### src/rtl/rom_bus_pkg.sv
// Shared definitions for the 4-bit bus ROM bridge: widths, nibble slots and
// the instruction-cycle phase encoding.
package rom_bus_pkg;

    localparam int ADDR_W   = 12;
    localparam int DATA_W   = 8;
    localparam int NIBBLE_W = 4;

    localparam int NIB_A1 = 0;
    localparam int NIB_A2 = 1;
    localparam int NIB_A3 = 2;

    typedef enum logic [3:0] {
        PH_UNSYNC = 4'd0,
        PH_A1     = 4'd1,
        PH_A2     = 4'd2,
        PH_A3     = 4'd3,
        PH_M1     = 4'd4,
        PH_M2     = 4'd5,
        PH_X1     = 4'd6,
        PH_X2     = 4'd7,
        PH_X3     = 4'd8
    } phase_e;

    function automatic phase_e next_phase(input phase_e ph);
        case (ph)
            PH_UNSYNC: next_phase = PH_UNSYNC;
            PH_X3:     next_phase = PH_A1;
            default:   next_phase = phase_e'(ph + 4'd1);
        endcase
    endfunction

endpackage

### src/rtl/rom_bus_phase_tracker.sv
// Follows the CPU's 8-phase instruction cycle from sync, freezing while halted.
// resync_err pulses for one cycle when sync arrives anywhere but X3/UNSYNC.
module rom_bus_phase_tracker
    import rom_bus_pkg::*;
(
    input  logic       clock,
    input  logic       reset_n,
    input  logic       sync,
    input  logic       halt,
    output logic [3:0] phase,
    output logic       resync_err
);

    phase_e state;

    always_ff @(posedge clock or negedge reset_n) begin
        if (!reset_n) begin
            state      <= PH_UNSYNC;
            resync_err <= 1'b0;
        end else begin
            resync_err <= sync && (state != PH_X3) && (state != PH_UNSYNC);
            if (sync) begin
                state <= PH_A1;
            end else if (!halt) begin
                state <= next_phase(state);
            end
        end
    end

    assign phase = state;

endmodule

### src/rtl/rom_bus_bridge.sv
// ROM interface on the CPU's multiplexed 4-bit bus: captures A1..A3, fetches a
// byte over req/ack and returns it in M1/M2. Optional single-entry cache: ROM_BRIDGE_CACHE_EN.
module rom_bus_bridge
    import rom_bus_pkg::*;
(
    input  logic              clock,
    input  logic              reset_n,
    input  logic [3:0]        cpu_data_i,
    input  logic              cpu_data_en_i,
    input  logic              sync_i,
    input  logic              rom_cmd_i,
    output logic [3:0]        data_o,
    output logic              data_en_o,
    output logic              halt_o,
    output logic [ADDR_W-1:0] mem_addr_o,
    output logic              mem_req_o,
    input  logic              mem_ack_i,
    input  logic [DATA_W-1:0] mem_rdata_i,
    output logic [3:0]        phase_o
);

    logic [3:0]        phase_raw;
    phase_e            phase;
    logic              resync_err;
    logic [ADDR_W-1:0] addr;
    logic [ADDR_W-1:0] addr_next;
    logic [DATA_W-1:0] fetched_byte;
    logic              byte_valid;
    logic              selected;
    logic              mem_req;
    logic              cache_hit;

    rom_bus_phase_tracker u_phase (
        .clock      (clock),
        .reset_n    (reset_n),
        .sync       (sync_i),
        .halt       (halt_o),
        .phase      (phase_raw),
        .resync_err (resync_err)
    );

    assign phase = phase_e'(phase_raw);

    // resync_err only ever coincides with A1, so folding it into the MSB yields
    // a distinct code (9) rather than aliasing another phase.
    assign phase_o = {phase_raw[3] | resync_err, phase_raw[2:0]};

    // Address nibbles are ignored while a request is in flight so the memory
    // sees a stable address for the whole handshake.
    always_comb begin
        addr_next = addr;
        if (cpu_data_en_i && !mem_req) begin
            case (phase)
                PH_A1:   addr_next[NIB_A1*NIBBLE_W +: NIBBLE_W] = cpu_data_i;
                PH_A2:   addr_next[NIB_A2*NIBBLE_W +: NIBBLE_W] = cpu_data_i;
                PH_A3:   addr_next[NIB_A3*NIBBLE_W +: NIBBLE_W] = cpu_data_i;
                default: ;
            endcase
        end
    end

`ifdef ROM_BRIDGE_CACHE_EN
    logic [ADDR_W-1:0] tag_addr;
    logic              tag_valid;

    // fetched_byte is only written on ack, so it always holds the tagged byte.
    assign cache_hit = tag_valid && (tag_addr == addr_next) && !mem_req;

    always_ff @(posedge clock or negedge reset_n) begin
        if (!reset_n) begin
            tag_addr  <= '0;
            tag_valid <= 1'b0;
        end else if (mem_req && mem_ack_i) begin
            tag_addr  <= addr;
            tag_valid <= 1'b1;
        end
    end
`else
    assign cache_hit = 1'b0;
`endif

    // The A3 decision is evaluated after the ack so a new fetch issued on the
    // same edge as a late ack still wins.
    always_ff @(posedge clock or negedge reset_n) begin
        if (!reset_n) begin
            addr         <= '0;
            fetched_byte <= '0;
            byte_valid   <= 1'b0;
            selected     <= 1'b0;
            mem_req      <= 1'b0;
        end else begin
            addr <= addr_next;
            if (mem_req && mem_ack_i) begin
                fetched_byte <= mem_rdata_i;
                byte_valid   <= 1'b1;
                mem_req      <= 1'b0;
            end
            if (phase == PH_A3) begin
                selected <= rom_cmd_i;
                if (rom_cmd_i) begin
                    if (cache_hit) begin
                        byte_valid <= 1'b1;
                    end else begin
                        mem_req    <= 1'b1;
                        byte_valid <= 1'b0;
                    end
                end
            end
        end
    end

    assign mem_req_o  = mem_req;
    assign mem_addr_o = addr;
    assign halt_o     = (phase == PH_M1) && selected && !byte_valid;

    always_comb begin
        data_o    = '0;
        data_en_o = 1'b0;
        if (selected) begin
            if ((phase == PH_M1) && byte_valid) begin
                data_o    = fetched_byte[DATA_W-1 -: NIBBLE_W];
                data_en_o = 1'b1;
            end else if (phase == PH_M2) begin
                data_o    = fetched_byte[NIBBLE_W-1:0];
                data_en_o = 1'b1;
            end
        end
    end

endmodule
### config.mk
export PLATFORM = sky130hd
export DESIGN_NAME = rom_bus_bridge
export DESIGN_NICKNAME = d
export VERILOG_FILES = /design/src/rtl/rom_bus_pkg.sv /design/src/rtl/rom_bus_phase_tracker.sv /design/src/rtl/rom_bus_bridge.sv
export SDC_FILE = /design/constraint.sdc
export NUM_CORES = 1
export LEC_CHECK = 0
export BUFFER_PORTS_ARGS = -buffer_cell sky130_fd_sc_hd__buf_4
export CORE_ASPECT_RATIO = 1.4
export CORE_MARGIN = 4
export CORE_UTILIZATION = 45
export DETAILED_ROUTE_END_ITERATION = 12
export GPL_TIMING_DRIVEN = 0
export PLACE_DENSITY = 0.73
export RECOVER_POWER = 100
export SYNTH_ARGS = -nofsm -noshare
export SYNTH_HDL_FRONTEND = slang
export SYNTH_SLANG_ARGS = --single-unit
### constraint.sdc
create_clock -name clock -period 3.75 [get_ports clock]
set_clock_uncertainty 0.1 [all_clocks]
set_input_delay 0 -clock clock [delete_from_list [all_inputs] [get_ports clock]]
set_output_delay 0 -clock clock [all_outputs]
set_load 0.02 [all_outputs]
==> impl_results.md <==
- P per Cell Area: ~750 mW/mm2
- Register clock-pin slew on the reported worst setup and hold paths: around 0.10 ns
- Mapped Cells: around 110
- Synth area leaders: dfrtp_1 53%, mux2_2 17%, ha_1 3.8%
- Initial core utilization: between 40% and 50%
- Finished Core Util: between 60 and 70%
- Max-slew headroom: between 3 and 4%
- Vias in the first global route: approximately 1100
- Leading area contributor after synthesis: dfrtp_1
- Root Buffer: clkbuf_8
- Drt wl/cell: about 14 um
- Total Routing Usage GR: roughly 17%
- Crit path time final: 2.128 ns
- Largest net degree at the start of global routing: 29
- Htree depth: 1
- Clock Latency Late Sink: about 0.27 ns
- Synth Register Bits: 28
- Net Count, Synth: 128
- Peak VDD IR: just under 0.5 mV
- Synth top area share: between 50% and 60%
- FF-to-FF setup slack: roughly 1.8 ns
- Outcome: complete, no violations
- Clock Tree Buf Depth: 2
- DR vias/cell: between 5 and 6
- Chip Width: around 54 um
- Antenna cell count: 0
- Boundary Pins: between 40 and 50
- # rows: 23
- First-pass detailed-route iteration total: 4
- Initial DRC count: 8
- Setup TNS: 0 ns
- Cts bufs inserted: 3
- Critical Path End Type: output pin
- Final hold slack: ~0.27 ns
- Worst-Margin Slew: about 1.5 ns
- Max-Cap Viols: 0
- Worst EP required: 3.65 ns
- R2R Path End: mem_req_o
- Synth unique cells: 31
- First-pass GRT wire length: about 4800 um
- Async set-reset flop share out of synthesis: between 90% and 100%
- Crit path DAT: ~2.0 ns
- Setup-failing EPs final: 0
- Register area share after synthesis: between 50% and 60%
- Syn. warnings: 0
- Max frequency: roughly 0.47 GHz
- Mapped Avg Cell Area: about 13 um2
- Peak fanout along the critical path: 7
- Design Area, Final: between 0.0015 and 0.002 mm2
- Die area: 0.003895 mm2
- Clock Sinks: 28
- Final #Nets: between 150 and 200
- Worst Setup Start Kind: flop
- WS Path Type: flop to output pin
- R2R Path Start: u_phase.phase[0]
- LEAKAGE: 0.8572 nW
- R2r worst-path depth: 5
- Global placer's final weighted congestion: approximately 0.9
- Filler cell count: approximately 240
- Unrepaired setup endpoints after global routing: false
- Placed Area: about 0.0017 mm2
- Share of layout cells above drive strength 1: between 30% and 40%
- CTS tree: done
- # port buffers: 40
- CTS resizes: 0
- Core area: 0.002849 mm2
- Post-route DRC: 0
- Routed Antenna Nets: 0
- EDFF count, synth: 0
- Antenna violations before repair: 0
- Hold path depth: 4
- Hold Crit Class: primary input to flop
- Total Power: between 0.001 and 0.0015 W
- Syn-to-layout area delta: 38.27%
- Final hold viol count: 0
- Hold Path Sink: mem_addr_o[9]
- Die height: between 70 and 80 um
- Slew Limit Fails: 0
- Dpl hpwl: about 2100 um
- Hold Startpoint: cpu_data_en_i
- Mapped Area: approximately 0.0013 mm2
- Top FF cell, synth: dfrtp_1
- GRT overflow: 0
- Routed vias: just over 1000
- Drt total wl: around 2900 um
- Post-CTS Setup Inserts: 0
- Fin crit share: between 50% and 60%
==> what timing repair did <==
item,CTS,global route
endpoints found under the hold margin,55,0
hold buffers,17,0
endpoints found under the setup margin,0,0
==> metal layers <==
| layer | part of all wire [%] | GRT usage, % |
|---|---|---|
| met1 | 41 | 21.60 |
| met2 | 53 | 27.09 |
| met3 | 4.3 | 1.848 |
| met4 | 1.2 | 7.955 |
| met5 | 0 | 0 |
==> power by group <==
part           internal, W  switching [W]
Sequential        0.000443      0.0000942
Combinational     0.000285       0.000323
Clock             0.000143      0.0000917
==> final cells by class <==
cell class | instances | area (um2) | area share (%)
tap | 37 | 46.29 | 2.522
buffer | 5 | 33.78 | 1.840
timing repair buffer | 57 | 391.6 | 21.34
clock buffer | 3 | 41.29 | 2.249
clock inverter | 1 | 30.03 | 1.636
multi-input combinational | 67 | 569.3 | 31.02
inverter | 6 | 22.52 | 1.227
sequential | 28 | 700.7 | 38.17
==> cell families after synthesis <==
group,count (synthesis),share of synthesized area (%)
flops,28,52.78
mux,24,19.98
compound gates,10,6.032
simple gates,29,13.10
fa+ha+maj,4,3.770
buf+inv,11,4.335
==> cell usage in the layout, fill, tap and decap left out, drive strengths merged <==
| cell type | count |
|---|---|
| nor3b | 3 |
| bufinv | 1 |
| dfrtp | 28 |
| o31ai | 1 |
| a21boi | 1 |
| nor2 | 6 |
| or2 | 2 |
| nand2b | 2 |
| o21ai | 1 |
| buf | 21 |
| ha | 4 |
| nand3b | 4 |
| mux2i | 4 |
| nand3 | 3 |
| o211ai | 1 |
| nand4b | 1 |
| a211o | 1 |
| a211oi | 1 |
| nor2b | 1 |
| and2 | 1 |
| dlygate4sd3 | 17 |
| mux2 | 20 |
| a21oi | 1 |
| inv | 6 |
| a221oi | 2 |
| and2b | 1 |
| and3b | 1 |
| a21o | 1 |
| clkbuf | 27 |
| nand2 | 4 |
==> synth_stat cells, types with 2 or more instances <==
cell type	instances
nor2_1	6
dfrtp_1	28
nand2b_1	2
nor3b_1	2
ha_1	4
mux2i_1	4
mux2_2	20
nand2_1	4
inv_1	6
buf_4	4
nand3_1	3
nand3b_1	4
==> through the flow <==
| stage | instances | setup slack, ns |
|---|---|---|
| 5_1_grt | 204 | 1.429 |
| 2_1_floorplan | 106 | 2.185 |
| 3_5_place_dp | 183 | 1.989 |
| 6_report | 204 | 1.622 |
| 4_1_cts | 204 | 1.678 |
| 3_3_place_gp | 183 | 2.046 |
==> how the worst max path moves through the flow <==
stage | endpoint | start | depth (start not counted) | slack (ns)
2_1_floorplan | data_o[0] | u_phase.phase[0] | 5 | 2.18
3_3_place_gp | u_phase.phase[0] | u_phase.phase[0] | 5 | 2.05
3_5_place_dp | data_o[0] | u_phase.phase[0] | 6 | 1.99
4_1_cts | data_o[0] | u_phase.phase[0] | 6 | 1.68
5_1_grt | data_o[3] | u_phase.phase[0] | 6 | 1.43
6_report | data_o[0] | u_phase.phase[0] | 6 | 1.62
==> worst max-delay path: stages, from the launching register on <==
cell and delay, ns:
dfrtp_1 0.48, inv_1 0.13, ha_1 0.27, nand4b_1 0.32, mux2i_1 0.21, nor2_1 0.10, clkbuf_1 0.24
==> sequential cells by signal, indices dropped and copies added (netlist names) <==
register	flops
byte_valid	1
fetched_byte	8
mem_addr_o	12
mem_req_o	1
selected	1
u_phase.phase	4
u_phase.resync_err	1
(Power assumes the default switching activity.)
